**config.mk**
```make
export PLATFORM = sky130hd
export DESIGN_NAME = ins_loader_flat
export DESIGN_NICKNAME = d
export VERILOG_FILES = /design/src/rtl/memi_pkg.sv /design/src/rtl/ins_loader_if.sv /design/src/rtl/ins_loader.sv /design/src/flat_wrapper.sv
export SDC_FILE = /design/constraint.sdc
export NUM_CORES = 1
export LEC_CHECK = 0
export ABC_CLOCK_PERIOD_IN_PS = 4320
export BUFFER_PORTS_ARGS = -buffer_cell sky130_fd_sc_hd__clkbuf_2
export CORE_MARGIN = 2
export CORE_UTILIZATION = 45
export DETAILED_ROUTE_END_ITERATION = 8
export PLACE_DENSITY_LB_ADDON = 0.08
export SETUP_SLACK_MARGIN = 0.05
export SLEW_MARGIN = 10
export SYNTH_ARGS = -nofsm -noshare
export SYNTH_HDL_FRONTEND = slang
export SYNTH_SLANG_ARGS = --single-unit
```
**constraint.sdc**
```tcl
create_clock -name clk -period 4.32 [get_ports clk]
set_input_delay 0.864 -clock clk [delete_from_list [all_inputs] [get_ports clk]]
set_output_delay 0.864 -clock clk [all_outputs]
set_load 0.005 [all_outputs]
```
**src/rtl/memi_pkg.sv**
```systemverilog
// Shared instruction-memory definitions: default capacity, loader state
// encoding and the big-endian byte-lane positions used by both the loader
// (write side) and the instruction fetch (read side).
package memi_pkg;

  localparam int MEM_DEPTH_DEF = 1000;

  typedef enum logic [1:0] {
    IDLE   = 2'd0,
    WAIT   = 2'd1,
    WRITE  = 2'd2,
    FINISH = 2'd3
  } ld_state_t;

  // Byte lane k of a word sits at [LANEk_LSB +: LANE_W]; lane 0 is the MSB
  // so that memory byte address order matches big-endian word order.
  localparam int LANE_W    = 8;
  localparam int LANE0_LSB = 24;
  localparam int LANE1_LSB = 16;
  localparam int LANE2_LSB = 8;
  localparam int LANE3_LSB = 0;

endpackage

```
**src/rtl/ins_loader_if.sv**
```systemverilog
// Instruction word stream into the loader: valid/ready handshake carrying a
// 32-bit word and an end-of-session marker.
interface ins_loader_if;

  logic        WVALID;
  logic [31:0] WDATA;
  logic        WLAST;
  logic        WREADY;

  modport master (output WVALID, output WDATA, output WLAST, input WREADY);
  modport slave  (input WVALID, input WDATA, input WLAST, output WREADY);

endinterface

```
**src/rtl/ins_loader.sv**
```systemverilog
// Instruction memory loader: accepts 32-bit words and writes them as four
// big-endian bytes at consecutive addresses starting at BASE. Words that
// would run past the end of memory are dropped and flag ERR.
// Optional feature: define INS_LOADER_CHECKSUM_EN to add the CHK output
// (mod-256 sum of the bytes written in the current session).
module ins_loader
  import memi_pkg::*;
#(
  parameter int MEM_DEPTH = MEM_DEPTH_DEF,
  parameter int AW        = 32
) (
  input  logic          clk,
  input  logic          rst,
  input  logic          START,
  input  logic [AW-1:0] BASE,
  ins_loader_if.slave   w,
  output logic          MWE,
  output logic [AW-1:0] MADDR,
  output logic [7:0]    MDATA,
  output logic          DONE,
  output logic          ERR,
  output logic          BUSY
`ifdef INS_LOADER_CHECKSUM_EN
  ,
  output logic [7:0]    CHK
`endif
);

  ld_state_t     state;
  logic [AW-1:0] ptr;
  logic [1:0]    idx;
  logic [31:0]   word;
  logic          last;
  logic          wready_q;

  logic [1:0]    nxt_idx;
  logic [7:0]    nxt_byte;
  logic [AW:0]   end_addr;
  logic          ovf;

  assign w.WREADY = wready_q;

  // Word overflows when its last byte would land beyond MEM_DEPTH-1; one extra
  // bit keeps the sum from wrapping for BASE values near the top of AW.
  assign end_addr = {1'b0, ptr} + (AW+1)'(3);
  assign ovf      = end_addr > (AW+1)'(MEM_DEPTH - 1);

  // Byte lane for the next WRITE cycle, big-endian lane order.
  always_comb begin
    nxt_idx  = idx + 2'd1;
    nxt_byte = 8'h00;
    case (nxt_idx)
      2'd0: nxt_byte = word[LANE0_LSB +: LANE_W];
      2'd1: nxt_byte = word[LANE1_LSB +: LANE_W];
      2'd2: nxt_byte = word[LANE2_LSB +: LANE_W];
      2'd3: nxt_byte = word[LANE3_LSB +: LANE_W];
      default: nxt_byte = 8'h00;
    endcase
  end

  // Session FSM; all outputs are registered and set alongside the transition
  // into the state that owns them.
  always_ff @(posedge clk or posedge rst) begin
    if (rst) begin
      state    <= IDLE;
      ptr      <= '0;
      idx      <= '0;
      word     <= '0;
      last     <= 1'b0;
      wready_q <= 1'b0;
      MWE      <= 1'b0;
      MADDR    <= '0;
      MDATA    <= '0;
      DONE     <= 1'b0;
      ERR      <= 1'b0;
      BUSY     <= 1'b0;
    end else begin
      case (state)
        IDLE: begin
          if (START) begin
            ptr      <= BASE;
            ERR      <= 1'b0;
            BUSY     <= 1'b1;
            wready_q <= 1'b1;
            state    <= WAIT;
          end
        end
        WAIT: begin
          if (w.WVALID) begin
            wready_q <= 1'b0;
            if (ovf) begin
              // Drop the word entirely and close the session.
              ERR   <= 1'b1;
              DONE  <= 1'b1;
              state <= FINISH;
            end else begin
              word  <= w.WDATA;
              last  <= w.WLAST;
              idx   <= 2'd0;
              MWE   <= 1'b1;
              MADDR <= ptr;
              MDATA <= w.WDATA[LANE0_LSB +: LANE_W];
              state <= WRITE;
            end
          end
        end
        WRITE: begin
          ptr <= ptr + AW'(1);
          idx <= nxt_idx;
          if (idx == 2'd3) begin
            MWE   <= 1'b0;
            MADDR <= '0;
            MDATA <= '0;
            if (last) begin
              DONE  <= 1'b1;
              state <= FINISH;
            end else begin
              wready_q <= 1'b1;
              state    <= WAIT;
            end
          end else begin
            MADDR <= ptr + AW'(1);
            MDATA <= nxt_byte;
          end
        end
        FINISH: begin
          DONE  <= 1'b0;
          BUSY  <= 1'b0;
          state <= IDLE;
        end
        default: state <= IDLE;
      endcase
    end
  end

`ifdef INS_LOADER_CHECKSUM_EN
  // Running byte sum; the last byte lands on the edge into FINISH so CHK is
  // settled while DONE is high.
  always_ff @(posedge clk or posedge rst) begin
    if (rst) begin
      CHK <= '0;
    end else if (state == IDLE && START) begin
      CHK <= '0;
    end else if (MWE) begin
      CHK <= CHK + MDATA;
    end
  end
`endif

endmodule

```
**src/flat_wrapper.sv**
```systemverilog
// flat-port wrapper written by rule: the top's interface ports become plain ports
module ins_loader_flat import memi_pkg::*;
#(
  parameter int MEM_DEPTH = MEM_DEPTH_DEF,
  parameter int AW        = 32
)
  (clk, rst, START, BASE, MWE, MADDR, MDATA, DONE, ERR, BUSY, w_WVALID, w_WDATA, w_WLAST, w_WREADY);
  ins_loader_if w_i ();
  input  logic clk;
  input  logic rst;
  input  logic START;
  input  logic [AW-1:0] BASE;
  output logic MWE;
  output logic [AW-1:0] MADDR;
  output logic [7:0] MDATA;
  output logic DONE;
  output logic ERR;
  output logic BUSY;
  input wire logic [$bits(w_i.WVALID)-1:0] w_WVALID;
  input wire logic [$bits(w_i.WDATA)-1:0] w_WDATA;
  input wire logic [$bits(w_i.WLAST)-1:0] w_WLAST;
  output wire logic [$bits(w_i.WREADY)-1:0] w_WREADY;
  assign w_i.WVALID = w_WVALID;
  assign w_i.WDATA = w_WDATA;
  assign w_i.WLAST = w_WLAST;
  assign w_WREADY = w_i.WREADY;
  ins_loader #(.MEM_DEPTH(MEM_DEPTH), .AW(AW)) u_core (.clk(clk), .rst(rst), .START(START), .BASE(BASE), .w(w_i), .MWE(MWE), .MADDR(MADDR), .MDATA(MDATA), .DONE(DONE), .ERR(ERR), .BUSY(BUSY));
endmodule
```
==> flow_summary.ini <==
[cells_and_area]
diodes = 0
final_nets = 895
drive_gt1_share_pct = 19.1
area_growth_syn_to_layout_pct = 13.2
layout.cells.non_filler = 1004
final_cell_area_sq_mm = 0.00721
utilization_pct = 52.1

[placement]
place_hpwl_um = 12500
place_area_sq_mm = 0.00691
placedCellCount = 988
post-place-ws_ps = 531
routabilityCongestion = 0.966
portBuffers = 113

[synthesis]
synthArstFlopShare_pct = 100
synth_top_area_share_pct = 41.7
synth_cell_type_count = 65
syn_area_per_cell_sq_um = 8.42
seq_area_frac_synth_pct = 41.7
synth_area_leaders = dfrtp_1 42%, nand2_1 7.8%, a21oi_1 4.2%, nor2_1 2.9%, nand3_1 2.7%
synth_flop_cell = dfrtp_1
ys_warn_count = 0
netlist_instances = 756
ys_ff_latch = 106
synth_top_cell_by_area = dfrtp_1
syn_nets = 832
synth_edf_count = 0
netlist_area_sq_mm = 0.00637

[pwr]
switching_share_pct = 44.5
ir_worst_vdd_mv = 0.459
cellPowerDensity_mw_per_mm2 = 631
totalPowerFinal_mw = 4.55
p_leak_nw = 3.25
p_switching_mw = 2.02
power_frac_seq_pct = 41.8
p_clk_share_pct = 18.4
comb_power_share_pct = 39.8
internal-power_mw = 2.53

[detailed_routing]
wl_met2_um = 8460
drtAntennaViolNets = 0
drt-pass1-iter-count = 5
drt_iter0_markers = 394
routed_wl_um = 18100
dr_wl_met3_um = 1120
m1WireLength_um = 8160
viasPerCell = 6.02
top_layer_used = met5
wl_per_cell_um = 18.0
num_vias = 6049
drc = 0

[die]
start_util_pct = 46.0
die_w_um = 123
die-area_sq_mm = 0.0151
die_h_um = 123
row_count = 43
ios = 114
coreArea_sq_mm = 0.0138

[setup_path]
rr_worst_depth = 10
crit_cells = 10
cp-start-kind = flip-flop
critPathMaxFanout = 13
crit_buf_inv = 1
max_stage_delay_ps = 570
cp_slowest_cell = dfrtp_1
critPathKind = flip-flop to flip-flop
r2r_end = u_core.MADDR[4]
regToRegSetupSlack_ps = 450
crit_required_ps = 4570
cp-end-kind = flip-flop
crit_chain = inv_1 -> ha_1 -> nand4b_1 -> nor3_1 -> mux2_2 -> o21ai_0 -> and4_1 -> and4b_1 -> a21oi_2 -> a221o_1
r2r-start = u_core.ptr[0]
arrival_ps = 4120
crit_family = simple AND/OR/NAND/NOR gates

[global_routing]
overflow = 0
grt_pass1_vias = 5647
grt_max_degree = 86
grt_pass1_wl_um = 29500
track_usage_pct = 25.0
grt_antenna_before_repair = 1

[timing]
finalWorstSetupSlack_ps = 448
period_minus_slack_ps = 3870
fin_tns_setup_ps = 0
rsz0062_at_grt = false
finClkSkew_ps = 14.5
setup_viol_count_final = 0
worst_pin_slew_ps = 1110
slew_viol_final = 0
max_freq_mhz = 258
post-route-period-util_pct = 89.6
max-slew-margin-rel_pct = 26.2
holdWs_ps = 475
hold_viol = 0

[min_path]
hold_start = u_core.word[3]
whs_endpoint = u_core.word[3]
min_path_type = flip-flop to flip-flop
hold-path-cell-count = 2

[clocking]
holdBufCountCts = 0
path_clk_slew_ps = 80
postCtsSetupBuffers = 0
cts.sinks = 106
clk_latency_ps = 360
cts-root-buf = clkbuf_16
cts-resized-gates = 0
cts_buffer_depth = 2
cts_tree = yes
numCtsBuffers = 9
cts_max_level = 3

[run]
cap_violations = 0

[status]
outcome = complete, no violations
[placed cells by master (no fill, tap or decap), types with 9 or more instances in the layout]
master and n:
a32o_1 16, clkbuf_2 113, nand2_1 133, nor2_1 50, o22ai_1 22, a211o_1 10
a21oi_1 54, inv_1 15, nor3_1 27, nand3_1 34, xnor2_1 13, buf_4 11
o21ai_0 34, dfrtp_1 106, nand4_1 23, clkbuf_16 9
[power groups by stage]
stage	logic (mW)	registers, mW	clock network [mW]
6_report	1.81	1.90	0.835
5_1_grt	2.04	1.98	0.891
4_1_cts	1.82	1.89	0.854
2_1_floorplan	1.60	1.53	0
3_3_place_gp	1.76	1.90	0
3_5_place_dp	1.82	1.91	0
[worst register-to-register path: cells and delay by family (launching register included)]
kind / cells / cell delay [ps]
flops: 1 / 570
buf+inv: 1 / 110
fa+ha+maj: 1 / 280
simple gates: 4 / 1450
mux: 1 / 360
compound gates: 3 / 980
[layer usage]
metal  up-vias  global-route usage, %
met5         -                      0
met2       205                   40.6
met3        26                   3.69
met1      2941                   34.5
li1       2875                      -
met4         2                   7.54
[area by class of cell]
cell class	count	area, sq um
sequential	106	2650
fill	1293	6620
timing repair buffer	124	648
inverter	16	62.6
clock buffer	9	225
tap	180	225
multi-input combinational	562	3320
clock inverter	7	73.8
[cells by family (layout without fill, tap and decap cells)]
| kind of cell | count (synthesis) | after routing | synth area share (%) |
|---|---|---|---|
| DFF | 106 | 106 | 41.7 |
| muxes | 3 | 3 | 0.511 |
| buffers and inverters | 88 | 156 | 6.31 |
| and+or+nand+nor | 325 | 325 | 25.2 |
| adders and majority gates | 7 | 7 | 1.38 |
| AOI/OAI and AO/OA | 206 | 206 | 22.0 |
| xor gates and xnor gates | 21 | 21 | 2.89 |
[how the worst max path moves through the flow]
stage | slack [ps] | to | from
2_1_floorplan | 670 | u_core.BUSY | rst
3_3_place_gp | 680 | u_core.MADDR[3] | u_core.ptr[0]
3_5_place_dp | 530 | u_core.MADDR[9] | u_core.ptr[0]
4_1_cts | 520 | u_core.MADDR[4] | u_core.ptr[0]
5_1_grt | 120 | u_core.MADDR[3] | u_core.ptr[0]
6_report | 450 | u_core.MADDR[4] | u_core.ptr[0]
[cells in the mapped netlist (13+ instances only)]
cell type / count
dfrtp_1: 106
inv_1: 16
nand3_1: 34
nand2_1: 133
nor2_1: 50
buf_2: 18
a21oi_1: 54
xnor2_1: 13
a32o_1: 16
o21ai_0: 34
clkbuf_1: 43
o22ai_1: 22
nand4_1: 23
nor3_1: 27
[registers in the layout, indices dropped and copies added, names as in the netlist]
name	count
u_core.DONE	1
u_core.BUSY	1
u_core.last	1
u_core.word	24
u_core.w.WREADY	1
u_core.MADDR	32
u_core.idx	2
u_core.ERR	1
u_core.ptr	32
u_core.state	2
u_core.MWE	1
u_core.MDATA	8
No activity file was read; power rests on OpenSTA's default activity.
